### config.mk
export PLATFORM = sky130hd
export DESIGN_NAME = rr_stream_mux
export DESIGN_NICKNAME = d
export VERILOG_FILES = /design/src/rtl/mux_pkg.sv /design/src/rtl/rr_stream_mux_arbiter.sv /design/src/rtl/rr_stream_mux.sv
export SDC_FILE = /design/constraint.sdc
export NUM_CORES = 1
export LEC_CHECK = 0
export CAP_MARGIN = 10
export CORE_MARGIN = 2
export CORE_UTILIZATION = 30
export DETAILED_ROUTE_END_ITERATION = 10
export HOLD_SLACK_MARGIN = 0.06
export PLACE_DENSITY = 0.67
export REMOVE_ABC_BUFFERS = 1
export SLEW_MARGIN = 20
export SYNTH_ARGS = -nofsm -noshare
export SYNTH_HDL_FRONTEND = slang
export SYNTH_HIERARCHICAL = 1
export SYNTH_SLANG_ARGS = --single-unit
### constraint.sdc
create_clock -name clk -period 2.14 [get_ports clk]
set_input_delay 0.321 -clock clk [delete_from_list [all_inputs] [get_ports clk]]
set_output_delay 0.321 -clock clk [all_outputs]
set_load 0.02 [all_outputs]
### src/rtl/mux_pkg.sv
// Shared types and helpers for the round-robin stream mux and its arbiter.
package mux_pkg;

  typedef enum logic [0:0] {
    IDLE   = 1'b0,
    LOCKED = 1'b1
  } lock_state_t;

  // Index width for n items; never returns less than one bit.
  function automatic int clog2_safe(input int n);
    int r;
    r = 0;
    for (int v = 1; v < n; v = v * 2) begin
      r = r + 1;
    end
    if (r < 1) begin
      r = 1;
    end
    return r;
  endfunction

endpackage

### src/rtl/rr_stream_mux_arbiter.sv
// Combinational round-robin arbiter: first requester at or after ptr, modulo NUM_CH.
module rr_arbiter
  import mux_pkg::*;
#(
  parameter int NUM_CH = 4,
  parameter int CH_W   = clog2_safe(NUM_CH)
) (
  input  logic [NUM_CH-1:0] req,
  input  logic [CH_W-1:0]   ptr,
  output logic [NUM_CH-1:0] grant,
  output logic [CH_W-1:0]   grant_idx,
  output logic              grant_valid
);

  localparam logic [CH_W:0] NCH = (CH_W+1)'(NUM_CH);

  logic [CH_W:0]   sum_s;
  logic [CH_W-1:0] idx_s;

  // Walk channels ptr, ptr+1, ... with explicit wrap so non-power-of-two counts stay in range.
  always_comb begin
    grant       = '0;
    grant_idx   = '0;
    grant_valid = 1'b0;
    sum_s       = '0;
    idx_s       = '0;
    for (int k = 0; k < NUM_CH; k++) begin
      sum_s = {1'b0, ptr} + (CH_W+1)'(k);
      if (sum_s >= NCH) begin
        idx_s = CH_W'(sum_s - NCH);
      end else begin
        idx_s = sum_s[CH_W-1:0];
      end
      if (!grant_valid && req[idx_s]) begin
        grant_valid = 1'b1;
        grant_idx   = idx_s;
      end else begin
        grant_valid = grant_valid;
      end
    end
    if (grant_valid) begin
      grant[grant_idx] = 1'b1;
    end else begin
      grant = '0;
    end
  end

endmodule

### src/rtl/rr_stream_mux.sv
// N-channel round-robin valid/ready stream mux with one registered output stage.
// Define RR_PKT_LOCK_EN to hold the grant on one channel until its in_last beat.
module rr_stream_mux
  import mux_pkg::*;
#(
  parameter int NUM_CH = 4,
  parameter int DATA_W = 8,
  parameter int CH_W   = clog2_safe(NUM_CH)
) (
  input  logic                     clk,
  input  logic                     rst,
  input  logic [NUM_CH*DATA_W-1:0] in_data,
  input  logic [NUM_CH-1:0]        in_valid,
  input  logic [NUM_CH-1:0]        in_last,
  output logic [NUM_CH-1:0]        in_ready,
  output logic [DATA_W-1:0]        out_data,
  output logic                     out_valid,
  output logic                     out_last,
  output logic [CH_W-1:0]          out_ch,
  input  logic                     out_ready
);

  localparam logic [CH_W-1:0] LAST_CH = CH_W'(NUM_CH - 1);

  logic [CH_W-1:0]   ptr_r;
  logic [CH_W-1:0]   ptr_nxt_s;
  logic [NUM_CH-1:0] req_s;
  logic [NUM_CH-1:0] grant_s;
  logic [CH_W-1:0]   grant_idx_s;
  logic              grant_valid_s;
  logic              load_s;
  logic              xfer_s;
  logic              ptr_adv_s;
  logic [DATA_W-1:0] sel_data_s;
  logic              sel_last_s;

  rr_arbiter #(
    .NUM_CH (NUM_CH),
    .CH_W   (CH_W)
  ) u_arb (
    .req         (req_s),
    .ptr         (ptr_r),
    .grant       (grant_s),
    .grant_idx   (grant_idx_s),
    .grant_valid (grant_valid_s)
  );

  // Reset gates load so no channel sees ready while the stage is being cleared.
  assign load_s    = (!out_valid || out_ready) && !rst;
  assign xfer_s    = load_s && grant_valid_s;
  assign in_ready  = {NUM_CH{load_s}} & grant_s;
  assign ptr_nxt_s = (grant_idx_s == LAST_CH) ? {CH_W{1'b0}} : grant_idx_s + CH_W'(1);

  // One-hot AND-OR select of the granted channel's data and last flag.
  always_comb begin
    sel_data_s = '0;
    for (int i = 0; i < NUM_CH; i++) begin
      sel_data_s = sel_data_s | (in_data[i*DATA_W +: DATA_W] & {DATA_W{grant_s[i]}});
    end
    sel_last_s = |(in_last & grant_s);
  end

`ifdef RR_PKT_LOCK_EN
  lock_state_t     state_r;
  logic [CH_W-1:0] lock_ch_r;

  // While locked only the owning channel may request; its gaps become bubbles.
  always_comb begin
    req_s = '0;
    if (state_r == LOCKED) begin
      req_s[lock_ch_r] = in_valid[lock_ch_r];
    end else begin
      req_s = in_valid;
    end
  end

  assign ptr_adv_s = xfer_s && sel_last_s;

  // Packet lock FSM: enter on a non-last beat, leave on the owner's last beat.
  always_ff @(posedge clk) begin
    if (rst) begin
      state_r   <= IDLE;
      lock_ch_r <= '0;
    end else if (xfer_s) begin
      if (sel_last_s) begin
        state_r <= IDLE;
      end else begin
        state_r   <= LOCKED;
        lock_ch_r <= grant_idx_s;
      end
    end
  end
`else
  assign req_s     = in_valid;
  assign ptr_adv_s = xfer_s;
`endif

  // Priority pointer moves past the winner only when a grant is consumed.
  always_ff @(posedge clk) begin
    if (rst) begin
      ptr_r <= '0;
    end else if (ptr_adv_s) begin
      ptr_r <= ptr_nxt_s;
    end
  end

  // Output stage: load on transfer, drop valid on an empty load, hold on stall.
  always_ff @(posedge clk) begin
    if (rst) begin
      out_valid <= 1'b0;
      out_data  <= '0;
      out_last  <= 1'b0;
      out_ch    <= '0;
    end else if (load_s) begin
      if (grant_valid_s) begin
        out_valid <= 1'b1;
        out_data  <= sel_data_s;
        out_last  <= sel_last_s;
        out_ch    <= grant_idx_s;
      end else begin
        out_valid <= 1'b0;
      end
    end
  end

endmodule
==> results.ini <==
[finish]
fill_cells=308
diodes=0
final_common_cell=clkdlybuf4s50_1
syn_to_final_growth_pct=70.7
nNetsFinal=227
drive_gt1_share_pct=18.8
layout_common_cells=clkdlybuf4s50_1 (51), buf_4 (17), a22oi_1 (16)
final_cells=225

[clocking]
cts_made_buffers=3
clkTransAtPathRegs_ns=0.08
clk_latency_ns=0.28
htreeDepth=1
cts_tree=built
post_cts_buffers=0
clock_sinks=14
cts_buffer_depth=2
hold_buffers=0
root_buffer=clkbuf_4

[drt]
ant_nets=0
drc=0
postRouteWirelength_um=3260
avgRoutedWirePerCell_um=14.5
num_vias=1184
met2_length_um=1690
dr_wl_met3_um=175
via_per_inst=5.26
topRoutingLayerUsed=met4
wl_met1_um=1350
drt_first_pass_iters=6
drtIter0Drc=31

[timing]
slew_viol_final=0
final.setup.tns_ns=0
rsz0062_at_grt=false
post-route-period-util_pct=99.1
hold_slack_ns=0.473
final_hold_viol_count=0
tightest_slew_ns=0.343
relSlewSlack_pct=77.0
setup_viol=0
layout_min_cycle_time_ns=2.12
max_freq_mhz=472
skew_ns=0.00134

[global_route]
grt_pass1_wl_um=5160
grt_max_degree=16
grt_pass1_vias=1104
track_usage_pct=18.6
antenna_found_initial=0
gr-total-overflow=0

[synth]
postSynthAreaPerCell_um2=8.61
synth_top_area_cell=dfxtp_1
ys_seq_area_share_pct=28.3
synth_top_area_share_pct=28.3
synth_cell_types=32
synthTopCellsByArea=dfxtp_1 (28%), a22oi_1 (12%), a311oi_2 (7.6%), a21oi_1 (6.6%), buf_6 (4.6%)
synthCells=115
ys_seq_elements=14
netlist_area_um2=990
ys.warnings.count=6

[floorplan]
fp-row-count=20
die-area_um2=3770
die_w_um=61.4
start_util_pct=31.9
io_pins=59
fp.dieH_um=61.4
coreArea_um2=3100

[worst_setup_path]
crit_arrival_ns=1.80
worstPathRequired_ns=1.82
reg2reg_setup_slack_ns=0.33
critPathKind=in2out
crit_path_end_kind=primary output
worstPathMaxFanout=4
cp-start-kind=primary input

[job]
max-cap-violations=0

[power_and_ir_drop]
p_leak_nw=0.664
p_switching_uw=342
pwr-share-comb_pct=49.5
p_clk_share_pct=15.9
ir_drop_v=0.000300
pwr-share-seq_pct=34.6
p_sw_share_pct=35.5
power.internal_uw=620
power_density_nw_per_um2=569

[placed_design]
dp.cells=222
place_congestion=0.775
portBuffers=58
hpwl_um=2500

[run_status]
outcome=completed

[min_path]
hold_path.class=reg2reg

## worst paths after layout
path | startpoint | to | cells past startpoint
setup reg to reg | ptr_r[0]$_SDFFE_PP0P_ | out_data[0]$_SDFFE_PP0P_ | 7
hold reg to reg | out_ch[0]$_SDFFE_PP0P_ | out_ch[0]$_SDFFE_PP0P_ | 2
hold / removal | out_ch[0]$_SDFFE_PP0P_ | out_ch[0]$_SDFFE_PP0P_ | 2
setup / recovery | in_valid[0] | in_ready[1] | 6
## kinds of logic after synthesis
kind of cell | synth area share [%]
AO/OA/AOI/OAI | 42.6
buffers and inverters | 10.2
AND/OR/NAND/NOR | 15.6
flip-flops | 28.3
adder cells (fa/ha/maj) | 1.26
multiplexers | 2.02
## registers in the layout, indices dropped and copies added, names as in the netlist
name,cells
out_data,8
ptr_r,2
out_ch,2
out_last,1
out_valid,1
## metrics by stage
step	total power, mW	util [%]	cell area [um2]	worst slack (ns)
4_1_cts	0.970	54.3	1680	0.0294
3_3_place_gp	0.806	53.7	1670	-0.210
5_1_grt	1.03	54.4	1690	0.00283
6_report	0.962	54.4	1690	0.0192
3_5_place_dp	0.817	53.7	1670	-0.325
2_1_floorplan	0.564	-	903	0.251
## repair_timing
| action | CTS | global route |
|---|---|---|
| setup endpoints to repair | 4 | 3 |
| cloned | 0 | 0 |
| pin swaps | 0 | 1 |
| resized for setup | 7 | 6 |
## final cells by class
| type | instances | area, um2 | share of cell area, % |
|---|---|---|---|
| clock buffer | 3 | 22.5 | 1.33 |
| timing repair buffer | 75 | 704 | 41.7 |
| multi-input combinational | 85 | 611 | 36.1 |
| inverter | 4 | 15.0 | 0.889 |
| tap | 44 | 55.1 | 3.26 |
| sequential | 14 | 282 | 16.7 |
## power groups by stage
stage               logic (mW)  clock network [mW]  registers [mW]
floorplan                0.200                   0           0.364
global placement         0.471                   0           0.335
detailed placement       0.480                   0           0.337
CTS                      0.478               0.159           0.332
global route             0.516               0.172           0.338
finish                   0.476               0.153           0.333
## cell usage after synthesis
library cell / count
o2bb2ai_1: 1
buf_2: 3
o21ai_1: 4
dfxtp_1: 14
a21boi_0: 1
nor2_1: 6
nand2_1: 1
a21oi_1: 13
o2bb2a_1: 1
and2_1: 5
buf_1: 1
nand2b_1: 7
a22oi_1: 16
nor2b_2: 1
o21ai_0: 3
mux2i_1: 2
a221oi_1: 1
nor2b_1: 1
o21bai_1: 1
buf_4: 1
and2b_2: 1
o221a_2: 2
buf_6: 4
a22o_1: 2
and2_4: 1
ha_1: 1
a311oi_2: 5
clkbuf_2: 3
nand3_1: 4
a21oi_2: 1
a311oi_1: 4
inv_1: 4
## metal layers
layer | up-vias | track usage [%]
met3 | 6 | 3.78
met1 | 560 | 22.7
met2 | 49 | 33.3
met5 | - | 0
li1 | 569 | -
met4 | 0 | 4.56
## worst max-delay path, cell delays in order
cell             delay [ns]
clkdlybuf4s50_1        0.54
buf_4                  0.15
a21oi_1                0.04
o221a_2                0.30
and2_1                 0.14
dlygate4sd2_1          0.31
(Power assumes the default switching activity.)
